[config.mk]
export PLATFORM = sky130hd
export DESIGN_NAME = meas_sequencer
export DESIGN_NICKNAME = d
export VERILOG_FILES = /design/src/rtl/meas_sequencer.sv
export SDC_FILE = /design/constraint.sdc
export NUM_CORES = 1
export LEC_CHECK = 0
export ABC_AREA = 0
export BUFFER_PORTS_ARGS = -buffer_cell sky130_fd_sc_hd__buf_2
export CORE_UTILIZATION = 45
export DETAILED_ROUTE_END_ITERATION = 16
export GPL_ROUTABILITY_DRIVEN = 1
export HOLD_SLACK_MARGIN = 0.05
export PLACE_DENSITY_LB_ADDON = 0.15
export SETUP_SLACK_MARGIN = 0.02
export SYNTH_ARGS = -nofsm -noshare
export SYNTH_HDL_FRONTEND = slang
export SYNTH_SLANG_ARGS = --single-unit
[constraint.sdc]
create_clock -name clk -period 4.5 [get_ports clk]
set_input_delay 0.675 -clock clk [delete_from_list [all_inputs] [get_ports clk]]
set_output_delay 0.675 -clock clk [all_outputs]
set_load 0.02 [all_outputs]
[src/rtl/meas_sequencer.sv]
// meas_sequencer: schedules bursts of ADC conversions, averages them and scales the mean to mV.
// Optional per-burst min/max tracking is built when MEAS_SEQ_MINMAX_EN is defined.
module meas_sequencer #(
  parameter int unsigned SAMPLE_PERIOD_CYC = 100_000,
  parameter int unsigned AVG_LOG2          = 4,
  parameter logic [7:0]  SCALE_0F8         = 8'd206,
  parameter int unsigned TIMEOUT_CYC       = 1024
) (
  input  logic        clk,
  input  logic        rst,
  input  logic        meas_trig_i,
  input  logic        cont_en_i,
  output logic        adc_start_o,
  input  logic        adc_busy_i,
  input  logic        adc_done_i,
  input  logic [11:0] adc_data_i,
  output logic [11:0] result_raw_o,
  output logic [11:0] result_mv_o,
  output logic        result_valid_o,
  output logic        busy_o,
  output logic        timeout_o,
  output logic [11:0] min_raw_o,
  output logic [11:0] max_raw_o
);

  localparam int DATA_W = 12;
  localparam int COEF_W = 8;
  localparam int ACC_W  = DATA_W + int'(AVG_LOG2);
  localparam int PROD_W = DATA_W + COEF_W;
  localparam int CNT_W  = int'(AVG_LOG2) + 1;
  localparam int TMO_W  = $clog2(TIMEOUT_CYC + 1);
  localparam int PER_W  = $clog2(SAMPLE_PERIOD_CYC);
  localparam logic [CNT_W-1:0] N_SAMPLES = CNT_W'(1) << AVG_LOG2;

  typedef enum logic [2:0] {S_IDLE, S_START, S_WAIT, S_SCALE, S_OUT} state_t;

  state_t              state, state_nxt;
  logic                start_go, done_go, tmo_hit, tick;
  logic [ACC_W-1:0]    acc;
  logic [CNT_W-1:0]    cnt;
  logic [TMO_W-1:0]    tmo_cnt;
  logic [PER_W-1:0]    per_cnt;
  logic [DATA_W-1:0]   avg_p1, mv_p1;

  function automatic logic [DATA_W-1:0] avg_code(input logic [ACC_W-1:0] sum);
    return DATA_W'(sum >> AVG_LOG2);
  endfunction

  // Truncating 0.8 fixed-point scale; the product never exceeds 4079 after the shift.
  function automatic logic [DATA_W-1:0] scale_mv(input logic [DATA_W-1:0] code);
    return DATA_W'((PROD_W'(code) * PROD_W'(SCALE_0F8)) >> COEF_W);
  endfunction

  assign busy_o = (state != S_IDLE);
  assign tick   = cont_en_i && (per_cnt == PER_W'(SAMPLE_PERIOD_CYC - 1));

  always_ff @(posedge clk) begin
    if (rst || !cont_en_i) per_cnt <= '0;
    else if (tick)         per_cnt <= '0;
    else                   per_cnt <= per_cnt + PER_W'(1);
  end

  always_comb begin
    state_nxt = state;
    start_go  = 1'b0;
    done_go   = 1'b0;
    tmo_hit   = 1'b0;
    case (state)
      S_IDLE:  if (meas_trig_i || tick) state_nxt = S_START;
      S_START: if (!adc_busy_i) begin
        start_go  = 1'b1;
        state_nxt = S_WAIT;
      end
      S_WAIT: begin
        if (adc_done_i) begin
          done_go   = 1'b1;
          state_nxt = (cnt + CNT_W'(1) == N_SAMPLES) ? S_SCALE : S_START;
        end else if (tmo_cnt == '0) begin
          tmo_hit   = 1'b1;
          state_nxt = S_IDLE;
        end
      end
      S_SCALE: state_nxt = S_OUT;
      S_OUT:   state_nxt = S_IDLE;
      default: state_nxt = S_IDLE;
    endcase
  end

  always_ff @(posedge clk) begin
    if (rst) begin
      state          <= S_IDLE;
      adc_start_o    <= 1'b0;
      result_valid_o <= 1'b0;
      timeout_o      <= 1'b0;
      tmo_cnt        <= '0;
      cnt            <= '0;
      acc            <= '0;
      avg_p1         <= '0;
      mv_p1          <= '0;
      result_raw_o   <= '0;
      result_mv_o    <= '0;
    end else begin
      state          <= state_nxt;
      adc_start_o    <= start_go;
      result_valid_o <= (state == S_OUT);
      if (state == S_IDLE && state_nxt == S_START) begin
        acc       <= '0;
        cnt       <= '0;
        timeout_o <= 1'b0;
      end
      if (start_go)
        tmo_cnt <= TMO_W'(TIMEOUT_CYC);
      else if (state == S_WAIT && !adc_done_i && tmo_cnt != '0)
        tmo_cnt <= tmo_cnt - TMO_W'(1);
      if (tmo_hit) timeout_o <= 1'b1;
      // Stage p0: accumulate accepted samples
      if (done_go) begin
        acc <= acc + ACC_W'(adc_data_i);
        cnt <= cnt + CNT_W'(1);
      end
      // Stage p1: average and scale
      if (state == S_SCALE) begin
        avg_p1 <= avg_code(acc);
        mv_p1  <= scale_mv(avg_code(acc));
      end
      // Stage p2: publish results
      if (state == S_OUT) begin
        result_raw_o <= avg_p1;
        result_mv_o  <= mv_p1;
      end
    end
  end

`ifdef MEAS_SEQ_MINMAX_EN
  logic [DATA_W-1:0] min_acc, max_acc;

  always_ff @(posedge clk) begin
    if (rst) begin
      min_acc   <= '0;
      max_acc   <= '0;
      min_raw_o <= '0;
      max_raw_o <= '0;
    end else begin
      // First sample of a burst seeds both trackers
      if (done_go) begin
        if (cnt == '0 || adc_data_i < min_acc) min_acc <= adc_data_i;
        if (cnt == '0 || adc_data_i > max_acc) max_acc <= adc_data_i;
      end
      if (state == S_OUT) begin
        min_raw_o <= min_acc;
        max_raw_o <= max_acc;
      end
    end
  end
`else
  assign min_raw_o = '0;
  assign max_raw_o = '0;
`endif

endmodule
==> results.md, run 1 <==
- Status: complete, no violations
- Delay-heaviest family, CP: adder cells
- Worst Setup Start Kind: flip-flop
- Chip width: 119.6 um
- Peak fanout along the critical path: 6
- Max IR drop VDD: about 150 uV
- Initial core utilization: between 40% and 50%
- Fraction of registers with async set/reset: 0%
- Clk sinks: roughly 100
- Post-CTS Setup Inserts: 0
- Initial antenna violation count: 0
- Final Hold Fails: 0
- Number of flops mapped to enable cells by yosys: 0
- Fraction of synthesized area in multiplexers: less than 1%
- Cell area after synthesis: between 6000 and 7000 um2
- Gate Count Post-Synth: 723
- Synth Area in Adders: between 20% and 30%
- Drt first pass iters: 4
- CTS H-Tree Depth: 3
- Placeable Area: 13350 um2
- Final core occ: 51.24%
- Num CTS Buffers: 9
- Clock insertion delay at the later pin of the skew report: approximately 0.35 ns
- Largest net degree at the start of global routing: between 50 and 60
- Buf/Inv on CP: 4
- Max Clock Freq: about 240 MHz
- Worst-path cell chain: ha_1 > inv_1 > fa_1 > inv_1 > fa_1 > inv_1 > fa_1 > inv_1 > ha_1 > a21oi_2 > nor2b_1 > nor3_2 > a32oi_4 > a221oi_4 > o2111ai_1 > a31oi_1
- Hold_ws: ~0.44 ns
- Worst EP arrival: between 4 and 5 ns
- Fin. max-slew vios: 0
- Slowest stage cell on the critical path: fa_1
- Fin cells: approximately 940
- Worst-Margin Slew: slightly below 1 ns
- RSZ-0062 raised after global routing: no
- Synth Area in Simple Gates: a little under a fifth
- Antenna diode count: 0
- Max_slew headroom: a little over a third
- XOR/XNOR share of the synthesized area: 5.489%
- Final setup TNS: 0 ns
- Iteration-0 DRC count of the detailed router: about 240
- Register bit total from synthesis: 103
- Largest family of logic cells by synthesized area: adder cells
- Final instance area: 6839 um2
- CP most frequent cell: inv_1
- Mean Syn Cell Area: 8.608 um2
- Largest stage delay on the critical path: 0.53 ns
- Port Buf Inserts: 45
- Via/cell ratio: 5.168
- Leakage: ~3 nW
- Yosys warns: 0
- IO Pins: 70
- Part of the Yosys area used for sequential elements: about a third
- Max cap viols: 0
- Die area: 14300 um2
- Vias: a little under 5000
- Total track usage: about a fifth
- Antenna-violating nets left: 0
- Required @ worst endpoint: around 4.8 ns
- Synth Area in Compound Gates: about 14%
- Top_reg_cell synth: dfxtp_1
- Pwr Density: between 200 and 300 nW/um2
- HP Class: flip-flop to flip-flop
- CTS tree: built
- Vias in the first global route: 4551
- Gpl congestion: around 0.97
- Share of cells above drive strength 1: roughly 11%
- Synth-to-layout area growth: 9.891%
- GR Overflow Total: 0
- Die height: between 100 and 150 um
- CP Capture Type: flip-flop
- CTS Buffer Depth: 2
- Finish-stage setup viols: 0
- DP Area: between 6000 and 7000 um2
- FP Rows: 42
- Detail Placement HPWL: approximately 10000 um
- First-pass GRT wire length: between 20000 and 25000 um
- Final min period: ~4.2 ns
- CP Class: flip-flop to flip-flop
- Clock Skews: roughly 0.012 ns
- Final net count: about 860
- Clock transition at path regs: around 0.07 ns
- Routed wire length: around 13000 um
- Avg WL per Cell: ~14 um
- # DRC: 0
- Tcrit/Tclk final: 93.29%
- Dpl cells: around 900
- Yosys cell types: 63
- CTS Root Cell: clkbuf_16
-- placed cells by master (no fill, tap or decap), types with 3 or more instances in the layout --
master,n
a31oi_1,5
xnor2_1,21
nand3_1,25
a21o_1,5
o21ai_0,15
ha_1,62
dfxtp_1,100
nor2_1,64
a22oi_1,4
a22o_1,3
conb_1,24
clkbuf_16,9
a211oi_1,9
nor3_1,7
xor2_1,18
dfxtp_2,3
nand3b_1,7
a21oi_1,69
nand2_1,102
nand4_1,8
and2_1,3
fa_1,24
or3_1,11
nor2b_1,4
inv_1,50
buf_2,45
inv_8,3
and3_1,4
buf_4,5
-- routing by layer --
metal | up-vias | GRT usage [%] | wire length, um
met2 | 94 | 31.43 | 6078
met4 | 0 | 5.391 | 119
li1 | 2479 | - | -
met3 | 7 | 3.707 | 552
met5 | - | 0 | 0
met1 | 2257 | 26.15 | 6466
-- flip-flops by register name, summed over array words and instances (netlist names) --
register / cells
per_cnt: 17
acc: 16
avg_p1: 12
mv_p1: 12
result_mv_o: 12
result_raw_o: 12
tmo_cnt: 11
cnt: 5
state: 3
adc_start_o: 1
result_valid_o: 1
timeout_o: 1
-- area by class of cell --
cell class / count / area (um2)
Clock inverter: 6 / 87.58
Clock buffer: 10 / 239.0
Fill cell: 1292 / 6509
Multi-Input combinational cell: 541 / 3776
Inverter: 50 / 187.7
Sequential cell: 103 / 2066
Tap cell: 176 / 220.2
Timing Repair Buffer: 50 / 262.8
-- synthesized netlist by cell type, types with 3 or more instances --
cell type  number  area (um2)
nor2b_1         4       25.02
nand3_1        25       125.1
nand3b_1        7       52.55
nor3_1          8       40.04
dfxtp_1       103        2062
a22o_1          3       26.28
buf_4          24       180.2
a21o_1          5       37.54
nor2_1         64       240.2
buf_2           3       15.01
xnor2_1        21       183.9
clkbuf_1       22       82.58
or3_1          11       68.82
nand4_1         8       50.05
a21oi_1        70       350.3
a211oi_1        9       67.56
inv_1          50       187.7
and3_1          4       25.02
o21ai_0        15       75.07
xor2_1         18       157.7
a31oi_1         6       37.54
fa_1           24       480.5
a22oi_1         4       30.03
nand2_1       102       382.9
ha_1           62       775.7
and2_1          3       18.77
-- kinds of logic after synthesis --
group,Yosys count
adders and majority gates,86
DFF,103
AOI/OAI and AO/OA,135
other,1
xor gates and xnor gates,39
and+or+nand+nor,255
muxes,2
buffers and inverters,102
-- final timing paths --
check / from / end / slack (ns) / depth (start not counted)
max: acc[12] / mv_p1[11] / 0.30 / 16
min: per_cnt[0] / per_cnt[0] / 0.44 / 1
max reg2reg: acc[12] / mv_p1[11] / 0.30 / 16
min reg2reg: per_cnt[0] / per_cnt[0] / 0.44 / 1
-- worst register-to-register path, cell delays in order, from the launching register on --
cell and delay, ns:
dfxtp_1 0.38, ha_1 0.34, inv_1 0.07, fa_1 0.53, inv_1 0.05, fa_1 0.50, inv_1 0.05, fa_1 0.50
inv_1 0.04, ha_1 0.36, a21oi_2 0.17, nor2b_1 0.07, nor3_2 0.17, a32oi_4 0.19, a221oi_4 0.36, o2111ai_1 0.13
a31oi_1 0.21
-- per-stage QoR --
step                      power [mW]  setup WS [ns]
after CTS                      1.894         0.1396
after global placement         1.053         0.2674
final                          1.876         0.3021
after detailed placement       1.055         0.1632
after floorplan                1.044         0.4385
after global routing           1.951        0.04344
-- repair_timing --
action	4_1_cts	5_1_grt
resized for setup	0	6
setup endpoints to repair	0	4
hold buffers	0	0
-- report_power, final --
part / internal [mW] / switching, mW / total [mW]
logic: 0.0331 / 0.0805 / 0.114
clock network: 0.463 / 0.378 / 0.841
registers: 0.915 / 0.00534 / 0.921
total: 1.41 / 0.464 / 1.88
(Power assumes the default switching activity.)
==> inputs of run 2 (changes only) <==
Settings changed: PLACE_DENSITY set to 0.67, PLACE_DENSITY_LB_ADDON 0.15 to not set, REMOVE_ABC_BUFFERS set to 1, SLEW_MARGIN set to 20.
==> results.md, run 2 (synthesis results as in run 1) <==
- Max IR drop VDD: roughly 200 uV
- Final instance area: a little under 7000 um2
- Worst Setup Start Kind: flip-flop
- Tcrit/Tclk final: a little over 90%
- Iteration-0 DRC count of the detailed router: around 270
- Initial antenna violation count: 0
- Gpl congestion: between 0.9 and 1
- Pre-CTS setup slack: roughly 0.19 ns
- Via/cell ratio: ~5.3
- Clock transition at path regs: about 0.070 ns
- Top Layer Used: met4
- Worst EP arrival: approximately 4.5 ns
- Antenna-violating nets left: 0
- Fillcell total: about 1300
- First-pass GRT wire length: between 20000 and 25000 um
- Clock Skews: roughly 0.0084 ns
- Int Pwr: roughly 1.4 mW
- Die height: 119.6 um
- CTS H-Tree Depth: 3
- R2R depth: 16
- CTS Root Cell: clkbuf_16
- Worst r2r src: acc[12]
- Required @ worst endpoint: between 4 and 5 ns
- Largest stage delay on the critical path: around 0.52 ns
- Largest register FFs: 17
- Combinational share of power: around 6.3%
- Largest net degree at the start of global routing: 40
- Worst-Margin Slew: between 1 and 1.5 ns
- Drt first pass iters: 5
- Peak fanout along the critical path: 6
- RSZ-0062 raised after global routing: no
- Worst hold stages: 1
- GR Overflow Total: 0
- Vias in the first global route: around 4800
- CTS tree: built
- CP Class: flip-flop to flip-flop
- Commonest non-fill, non-tap cell in the layout: nand2_1
- Status: complete, no violations
- Die area: around 14000 um2
- CTS Buffer Depth: 2
- Max Clock Freq: between 200 and 250 MHz
- Sw Ratio: a little under a quarter
- Finish-stage setup viols: 0
- Flop pwr share: between 50% and 60%
- Slowest stage cell on the critical path: fa_1
- Register area: just over 2000 um2
- Max_slew headroom: between 30% and 40%
- Clk sinks: 103
- Port Buf Inserts: 45
- Final setup TNS: 0 ns
- Worst min-delay path startpoint: per_cnt[0]
- Synth-to-layout area growth: 8.846%
- Chip width: between 100 and 150 um
- Antenna diode count: 0
- Reg-to-Reg End: mv_p1[11]
- Post-CTS Hold Fix Bufs: 0
- Routed wire length: between 10000 and 15000 um
- Met2 wire length: 5988 um
- Metal3 WL: ~580 um
- CP Capture Type: flip-flop
- Most flops, register: per_cnt
- Total track usage: roughly a fifth
- HP Class: flip-flop to flip-flop
- Clock insertion delay at the later pin of the skew report: roughly 0.35 ns
- Worst hold path endpoint: per_cnt[0]
- Vias: a little under 5000
- Fin. max-slew vios: 0
- Most frequent cells in the layout: 102 x nand2_1, 101 x dfxtp_1, 70 x a21oi_1
- FP Rows: 42
- Clk pwr share: around 43%
- Share of cells above drive strength 1: about a tenth
- Top Registers: per_cnt (17), acc (16)
- Wire length on met1: between 5000 and 6000 um
- Detail Placement HPWL: a little under 10000 um
- Worst-path cell chain: ha_1 > inv_1 > fa_1 > inv_1 > fa_1 > inv_1 > fa_1 > inv_1 > ha_1 > a21oi_1 > nor2b_1 > nor3_2 > a32oi_4 > a221oi_4 > o2111ai_1 > a31oi_1
- Pwr Density: ~270 nW/um2
- Final WS setup: about 0.32 ns
- CP most frequent cell: inv_1
- Num CTS Buffers: 9
- Final net count: about 860
- DP Area: around 6500 um2
- Multi-input logic area: between 3000 and 4000 um2
- Final Hold Fails: 0
- IO Pins: 70
- Leakage: around 3.0 nW
- R2r setup slk: approximately 0.32 ns
- Net Switching: 0.4315 mW
- Placeable Area: 13350 um2
- Max cap viols: 0
- Initial core utilization: ~47%
- Final min period: ~4.2 ns
- # DRC: 0
- Avg WL per Cell: roughly 14 um
## run 2: cell count changes in the layout (fill, tap and decap cells not counted), sizes merged
| cell | previous run | this run |
|---|---|---|
| clkinvlp | 1 | 2 |
| buf | 50 | 48 |
| inv | 53 | 51 |
## run 2: cell type report
cell class,count,area share [%]
repair buffers,48,3.657
inverters,50,2.771
clock inverters,5,0.8681
clock buffers,10,3.380
flip-flops and latches,103,30.48
multi-input cells,541,55.60
well taps,176,3.251
## run 2: worst max-delay path: cells and delay by family, from the launching register on
family	cells	cell delay (ns)
buffers and inverters	4	0.20
adders and majority gates	5	2.18
and+or+nand+nor	2	0.25
AOI/OAI and AO/OA	5	1.09
DFF	1	0.37
## run 2: timing repair
item	4_1_cts	5_1_grt
resized for setup	0	3
setup endpoints to repair	0	4
buffers inserted	0	0
## run 2: worst max-delay path by stage
stage                 to    start  slack (ns)  depth (start not counted)
2_1_floorplan   mv_p1[9]  acc[12]        0.44                         16
4_1_cts        mv_p1[11]  acc[12]        0.16                         16
3_5_place_dp   mv_p1[11]  acc[12]        0.19                         16
5_1_grt         mv_p1[8]   acc[6]        0.07                         14
3_3_place_gp    mv_p1[9]  acc[12]        0.32                         16
6_report       mv_p1[11]  acc[12]        0.32                         16
## run 2: power by group through the flow
stage	registers, mW	clock network, mW	logic (mW)
6_report	0.921	0.775	0.114
5_1_grt	0.922	0.836	0.127
4_1_cts	0.921	0.795	0.114
3_5_place_dp	0.942	0	0.113
3_3_place_gp	0.942	0	0.110
2_1_floorplan	0.941	0	0.0743
## run 2: layer usage
metal  global-route usage, %  up-vias
met5                       0        -
met4                   5.859        0
met3                   5.038       22
met2                   31.25      110
met1                   23.45     2306
li1                        -     2466
## run 2: through the flow
stage / power, mW / cells / utilization, % / hold WS [ns]
after global placement: 1.052 / 918 / 48.54 / 0.4217
after global routing: 1.885 / 933 / 50.75 / 0.4669
after floorplan: 1.016 / 694 / - / 0.4130
after detailed placement: 1.055 / 918 / 48.54 / 0.4361
final: 1.810 / 933 / 50.75 / 0.4471
after CTS: 1.830 / 933 / 50.69 / 0.4452
